[src/rtl/fft_result_reader_pkg.sv]
// Shared FFT drain-side types: reader FSM states, exponent width and the
// read-credit helper used by the result reader.
package fft_result_reader_pkg;

    localparam int BFP_EXP_W = 8;

    typedef enum logic [2:0] {
        RD_IDLE     = 3'd0,
        RD_DRAIN    = 3'd1,
        RD_FLUSH    = 3'd2,
        RD_FIN      = 3'd3,
        RD_WAIT_CLR = 3'd4
    } rd_state_t;

    // True when a new read fits: buffered + in-flight - leaving this cycle < 2.
    function automatic logic credit_ok(input logic [1:0] count,
                                       input logic       inflight,
                                       input logic       pop);
        return ({1'b0, count} + {2'b00, inflight}) < (3'd2 + {2'b00, pop});
    endfunction

endpackage

[src/rtl/fft_rd_fifo2.sv]
// Two-entry FIFO holding tagged FFT bins between the DMA read port and the
// output stream. Simultaneous push and pop on a full FIFO is allowed.
module fft_rd_fifo2 #(
    parameter int W = 8
) (
    input  logic         clk,
    input  logic         rst,
    input  logic         push,
    input  logic [W-1:0] push_data,
    input  logic         pop,
    output logic [W-1:0] head,
    output logic [1:0]   count
);

    logic [W-1:0] mem_r [2];
    logic         wr_ptr_r;
    logic         rd_ptr_r;
    logic [1:0]   count_r;

    // Storage, pointers and occupancy; storage is cleared so an empty head reads 0.
    always_ff @(posedge clk) begin
        if (!rst) begin
            mem_r[0] <= '0;
            mem_r[1] <= '0;
            wr_ptr_r <= 1'b0;
            rd_ptr_r <= 1'b0;
            count_r  <= 2'd0;
        end else begin
            if (push) begin
                mem_r[wr_ptr_r] <= push_data;
                wr_ptr_r        <= ~wr_ptr_r;
            end
            if (pop) begin
                rd_ptr_r <= ~rd_ptr_r;
            end
            case ({push, pop})
                2'b10:   count_r <= count_r + 2'd1;
                2'b01:   count_r <= count_r - 2'd1;
                default: count_r <= count_r;
            endcase
        end
    end

    assign head  = mem_r[rd_ptr_r];
    assign count = count_r;

endmodule

[src/rtl/fft_result_reader.sv]
// Drains FFT bins 0..OUT_BINS-1 over the core's DMA read bus into a
// valid/ready stream, then pulses fin to hand the core back to input streaming.
module fft_result_reader
    import fft_result_reader_pkg::*;
#(
    parameter int FFT_LENGTH = 1024,
    parameter int FFT_DW     = 16,
    parameter int OUT_BINS   = FFT_LENGTH / 2,
    parameter int FFT_N      = $clog2(FFT_LENGTH)
) (
    input  logic                        clk,
    input  logic                        rst,
    input  logic                        done,
    input  logic signed [BFP_EXP_W-1:0] bfpexp,
    output logic                        fin,
    output logic                        dmaact,
    output logic [FFT_N-1:0]            dmaa,
    input  logic signed [FFT_DW-1:0]    dmadr_real,
    input  logic signed [FFT_DW-1:0]    dmadr_imag,
    output logic                        m_valid,
    input  logic                        m_ready,
    output logic signed [FFT_DW-1:0]    m_real,
    output logic signed [FFT_DW-1:0]    m_imag,
    output logic [FFT_N-1:0]            m_index,
    output logic signed [BFP_EXP_W-1:0] m_exp,
    output logic                        m_last,
    output logic                        busy
);

    localparam int FW = 2 * FFT_DW + FFT_N + 1;

    rd_state_t                 state_r;
    rd_state_t                 state_s;
    logic [FFT_N-1:0]          cnt_r;
    logic                      inflight_r;
    logic [FFT_N-1:0]          infl_idx_r;
    logic                      infl_last_r;
    logic signed [BFP_EXP_W-1:0] exp_r;
    logic                      fin_r;
    logic                      busy_r;
    logic                      issue_s;
    logic                      pop_s;
    logic                      last_addr_s;
    logic [1:0]                fifo_count_s;
    logic [FW-1:0]             fifo_head_s;
    logic [FW-1:0]             push_data_s;

    assign m_valid     = (fifo_count_s != 2'd0);
    assign pop_s       = m_valid && m_ready;
    assign last_addr_s = (cnt_r == FFT_N'(OUT_BINS - 1));
    assign push_data_s = {infl_last_r, infl_idx_r, dmadr_imag, dmadr_real};

    // Next-state and read-issue decision; reads only go out while draining.
    always_comb begin
        state_s = state_r;
        issue_s = 1'b0;
        case (state_r)
            RD_IDLE: begin
                if (done) begin
                    state_s = RD_DRAIN;
                end else begin
                    state_s = RD_IDLE;
                end
            end
            RD_DRAIN: begin
                issue_s = credit_ok(fifo_count_s, inflight_r, pop_s);
                if (issue_s && last_addr_s) begin
                    state_s = RD_FLUSH;
                end else begin
                    state_s = RD_DRAIN;
                end
            end
            RD_FLUSH: begin
                if (!inflight_r && (fifo_count_s == 2'd0)) begin
                    state_s = RD_FIN;
                end else begin
                    state_s = RD_FLUSH;
                end
            end
            RD_FIN: begin
                state_s = RD_WAIT_CLR;
            end
            RD_WAIT_CLR: begin
                // Holding here until done drops keeps the same frame from draining twice.
                if (!done) begin
                    state_s = RD_IDLE;
                end else begin
                    state_s = RD_WAIT_CLR;
                end
            end
            default: begin
                state_s = RD_IDLE;
            end
        endcase
    end

    // State, address counter, in-flight read tag, exponent latch and status flags.
    always_ff @(posedge clk) begin
        if (!rst) begin
            state_r     <= RD_IDLE;
            cnt_r       <= '0;
            inflight_r  <= 1'b0;
            infl_idx_r  <= '0;
            infl_last_r <= 1'b0;
            exp_r       <= '0;
            fin_r       <= 1'b0;
            busy_r      <= 1'b0;
        end else begin
            state_r    <= state_s;
            inflight_r <= issue_s;
            if (issue_s) begin
                infl_idx_r  <= cnt_r;
                infl_last_r <= last_addr_s;
            end
            if ((state_r == RD_IDLE) && done) begin
                cnt_r <= '0;
                exp_r <= bfpexp;
            end else if (issue_s && !last_addr_s) begin
                // The counter parks on the final address so dmaa holds it afterwards.
                cnt_r <= cnt_r + FFT_N'(1);
            end
            fin_r  <= (state_s == RD_FIN);
            busy_r <= (state_s != RD_IDLE);
        end
    end

    fft_rd_fifo2 #(
        .W(FW)
    ) u_fifo (
        .clk      (clk),
        .rst      (rst),
        .push     (inflight_r),
        .push_data(push_data_s),
        .pop      (pop_s),
        .head     (fifo_head_s),
        .count    (fifo_count_s)
    );

    assign dmaact  = issue_s;
    assign dmaa    = cnt_r;
    assign fin     = fin_r;
    assign busy    = busy_r;
    assign m_exp   = exp_r;
    assign m_real  = fifo_head_s[FFT_DW-1:0];
    assign m_imag  = fifo_head_s[2*FFT_DW-1:FFT_DW];
    assign m_index = fifo_head_s[2*FFT_DW +: FFT_N];
    assign m_last  = fifo_head_s[FW-1];

endmodule

[config.mk]
export PLATFORM = sky130hd
export DESIGN_NAME = fft_result_reader
export DESIGN_NICKNAME = d
export VERILOG_FILES = /design/src/rtl/fft_result_reader_pkg.sv /design/src/rtl/fft_rd_fifo2.sv /design/src/rtl/fft_result_reader.sv
export SDC_FILE = /design/constraint.sdc
export NUM_CORES = 1
export LEC_CHECK = 0
export BUFFER_PORTS_ARGS = -buffer_cell sky130_fd_sc_hd__buf_4
export CAP_MARGIN = 0
export CORE_UTILIZATION = 55
export CTS_BUF_LIST = sky130_fd_sc_hd__clkbuf_4 sky130_fd_sc_hd__clkbuf_8
export CTS_CLUSTER_SIZE = 8
export DETAILED_ROUTE_END_ITERATION = 16
export PLACE_DENSITY = 0.8
export SLEW_MARGIN = 0
export SYNTH_ARGS = -nofsm -noshare
export SYNTH_HDL_FRONTEND = slang
export SYNTH_SLANG_ARGS = --single-unit
[constraint.sdc]
create_clock -name clk -period 10.1 [get_ports clk]
set_clock_uncertainty 0.1 [all_clocks]
set_input_delay 1.515 -clock clk [delete_from_list [all_inputs] [get_ports clk]]
set_output_delay 1.515 -clock clk [all_outputs]
set_load 0.02 [all_outputs]
==> results_tabular.tex <==
\begin{tabular}{lr}
\hline
Metric & Value \\
\hline
\multicolumn{2}{l}{\textbf{Setup path}} \\
CP max FO & 15 \\
Critical Path AT & $\sim$2700 ps \\
Nature of the critical path endpoint & primary output \\
Critical path startpoint category & input pin \\
Endpoint required time on the critical path & approximately 8500 ps \\
Kind of critical path & input pin to primary output \\
\multicolumn{2}{l}{\textbf{STA}} \\
Worst Max-Slew Pin Slew & $\sim$1100 ps \\
Worst hold margin & 369 ps \\
Minimum clock period after layout & 4350 ps \\
Rel. slew slack & 0.245 \\
Setup repair after global routing missed its margin & no \\
Final Hold Vio Count & 0 \\
Number of slew-limit violations in the final report & 0 \\
Final setup viols & 0 \\
Post-route setup TNS & 0 ps \\
Achievable clock frequency & $\sim$230 MHz \\
Final cycle utilization of the critical path & 0.430 \\
\multicolumn{2}{l}{\textbf{Global route}} \\
Maximum number of pins on one net before global-route repair & 45 \\
Total global routing overflow & 0 \\
All-Layer GR Usage & 0.216 \\
Antenna violations before repair & 0 \\
First-pass GRT wire length & $\sim$17 mm \\
Via count of the first global-routing pass & between 3,000 and 4,000 \\
\multicolumn{2}{l}{\textbf{Route}} \\
Total number of vias & around 3,600 \\
DRC violation total after the first TritonRoute iteration & 205 \\
Highest Signal Layer & met4 \\
Routed met1 length & approximately 4.4 mm \\
Ratio of routed vias to standard cells & about 5.3 \\
Residual DRC count & 0 \\
Routed wire length on met2 & approximately 5.2 mm \\
WL per Instance & 15.2 µm \\
First-pass detailed-route iteration total & 5 \\
Antenna Nets Post-Route & 0 \\
Wire length on met3 & roughly 640 µm \\
Final WL & 10.4 mm \\
\multicolumn{2}{l}{\textbf{Flow run}} \\
\# Max-Cap Violations & 0 \\
\multicolumn{2}{l}{\textbf{Final layout}} \\
P\&R area growth vs syn & 25.2\% \\
Final net count & between 500 and 600 \\
Ratio of cells with drive above 1 in the final layout & 0.354 \\
Post-layout instance count excluding filler cells & 683 \\
Number of antenna repair diodes & 0 \\
\multicolumn{2}{l}{\textbf{Power}} \\
P\_leak & 2.73 nW \\
Power per cell area & 192 mW/mm² \\
Worst vdd rail ir drop & 0.0960 mV \\
\multicolumn{2}{l}{\textbf{Clock tree}} \\
Root buffer cell & sky130\_fd\_sc\_hd\_\_clkbuf\_8 \\
Maximum buffer depth of the clock tree & 2 \\
Cts bufs inserted & 17 \\
Post-CTS Setup Inserts & 0 \\
TritonCTS sink count & roughly 130 \\
Post-cts resize count & 0 \\
Clk pin slew, worst setup/hold paths & about 70 ps \\
Number of levels in the clock H-tree & 4 \\
\# hold bufs at CTS & 0 \\
Clock tree from TritonCTS & built \\
Worst skew pair latency & 420 ps \\
\multicolumn{2}{l}{\textbf{Synth}} \\
Number of synthesized flops with an enable pin & 86 \\
Mean post-synth cell area & $\sim$13 µm² \\
Share of flip-flops with an asynchronous set or reset & 0 \\
Count of synthesis-stage warnings from yosys & 0 \\
Cells after Synth & around 430 \\
Primary flip-flop cell chosen by synthesis mapping & sky130\_fd\_sc\_hd\_\_edfxtp\_1 \\
Post-synthesis sequential element count & $\sim$130 \\
Number of distinct library cells after synthesis & 39 \\
Seq/Total Area, Yosys & 0.626 \\
Number of nets produced by synthesis & 480 \\
Post-Syn Area & between 0.005 and 0.006 mm² \\
\multicolumn{2}{l}{\textbf{Run status}} \\
Status & finished clean \\
\multicolumn{2}{l}{\textbf{Hold path}} \\
Classification of the worst-slack hold path & flip-flop to flip-flop \\
\multicolumn{2}{l}{\textbf{Floorplan}} \\
Area enclosed by the die boundary & between 0.01 and 0.015 mm² \\
FP Rows & 35 \\
Initial Utilization & 0.577 \\
Top Ports & $\sim$110 \\
Die Ht & between 100 and 150 µm \\
Floorplan die width & a little over 100 µm \\
Placeable core area & approximately 0.0094 mm² \\
\multicolumn{2}{l}{\textbf{Placed design}} \\
Number of buffer cells added on primary ports & roughly 110 \\
Number of placed instances with taps included & approximately 650 \\
HPWL after detailed placement & about 6.6 mm \\
Placer congestion estimate & around 0.85 \\
\hline
\end{tabular}
state kept, by name, summed over array words and instances, names as in the netlist, named ones only:
register / flops
dmaa: 10
m_exp: 8
inflight_r: 1
fin: 1
infl_last_r: 1
u_fifo.rd_ptr_r: 1
u_fifo.mem_r: 86
u_fifo.wr_ptr_r: 1
infl_idx_r: 10
busy: 1
state_r: 3
u_fifo.count: 2
cell usage after synthesis, types with 5 or more instances:
| cell | count | area [µm²] |
|---|---|---|
| sky130_fd_sc_hd__and2_1 | 93 | 582 |
| sky130_fd_sc_hd__edfxtp_1 | 86 | 2580 |
| sky130_fd_sc_hd__nand2_1 | 44 | 165 |
| sky130_fd_sc_hd__mux2_2 | 43 | 484 |
| sky130_fd_sc_hd__dfxtp_1 | 40 | 801 |
| sky130_fd_sc_hd__a21boi_0 | 20 | 150 |
| sky130_fd_sc_hd__clkbuf_1 | 20 | 75.1 |
| sky130_fd_sc_hd__nor2_1 | 12 | 45.0 |
| sky130_fd_sc_hd__inv_1 | 8 | 30.0 |
| sky130_fd_sc_hd__nand3_1 | 8 | 40.0 |
| sky130_fd_sc_hd__o21ai_0 | 5 | 25.0 |
through the flow:
step	util	power, mW	area (µm²)	setup WS, ps
6_report	0.723	1.30	6770	5750
5_1_grt	0.723	1.34	6770	5660
4_1_cts	0.723	1.30	6770	5770
2_1_floorplan	-	0.752	5410	5910
3_5_place_dp	0.677	0.839	6340	5770
3_3_place_gp	0.677	0.834	6340	5850
worst max-delay path: stages:
cell and delay (ps):
sky130_fd_sc_hd__buf_4 80, sky130_fd_sc_hd__o21ai_1 130, sky130_fd_sc_hd__o21ai_4 290, sky130_fd_sc_hd__nand2_4 180, sky130_fd_sc_hd__inv_1 330, sky130_fd_sc_hd__buf_4 210
placed cells by master (no fill, tap or decap), types with 4 or more instances in the layout:
master,n
sky130_fd_sc_hd__buf_4,111
sky130_fd_sc_hd__and2_1,93
sky130_fd_sc_hd__edfxtp_1,86
sky130_fd_sc_hd__nand2_1,44
sky130_fd_sc_hd__mux2_2,43
sky130_fd_sc_hd__dfxtp_1,39
sky130_fd_sc_hd__a21boi_0,20
sky130_fd_sc_hd__clkbuf_8,17
sky130_fd_sc_hd__nor2_1,11
sky130_fd_sc_hd__inv_1,8
sky130_fd_sc_hd__nand3_1,8
sky130_fd_sc_hd__xnor2_1,4
sky130_fd_sc_hd__and3_1,4
sky130_fd_sc_hd__o21ai_0,4
sky130_fd_sc_hd__xor2_1,4
sky130_fd_sc_hd__ha_1,4
sky130_fd_sc_hd__bufinv_16,4
sky130_fd_sc_hd__clkinvlp_4,4
where the power goes:
part / switching, mW / total, mW / internal [mW]
combinational: 0.111 / 0.220 / 0.109
sequential: 0.0278 / 0.606 / 0.579
clock: 0.199 / 0.471 / 0.271
total: 0.338 / 1.30 / 0.959
area by class of cell:
type / instances / area (µm²)
timing repair buffer: 111 / 833
clock inverter: 14 / 191
inverter: 8 / 30.0
sequential: 126 / 3380
clock buffer: 18 / 241
fill: 684 / 2600
multi-input combinational: 277 / 1930
tap: 129 / 161
final timing paths:
check             cells after the start                   to  slack (ps)  startpoint
setup / recovery                      6               dmaact        5750     m_ready
hold / removal                        2             m_exp[6]         370    m_exp[6]
setup reg to reg                      3  u_fifo.mem_r[1][13]        7660  inflight_r
hold reg to reg                       2             m_exp[6]         370    m_exp[6]
kinds of logic after synthesis:
kind of cell,after synthesis,synth area share
AND/OR/NAND/NOR,182,0.188
adder cells (fa/ha/maj),4,0.00926
multiplexers,44,0.0914
flip-flops,126,0.626
XOR/XNOR,8,0.0130
buffers and inverters,29,0.0204
AO/OA/AOI/OAI,39,0.0523
metal layers:
| layer | track usage | vias to the layer above |
|---|---|---|
| met2 | 0.369 | 135 |
| met3 | 0.0573 | 14 |
| met5 | 0 | - |
| met1 | 0.265 | 1729 |
| met4 | 0.0792 | 0 |
| li1 | - | 1723 |
No activity file was read; power rests on OpenSTA's default activity.
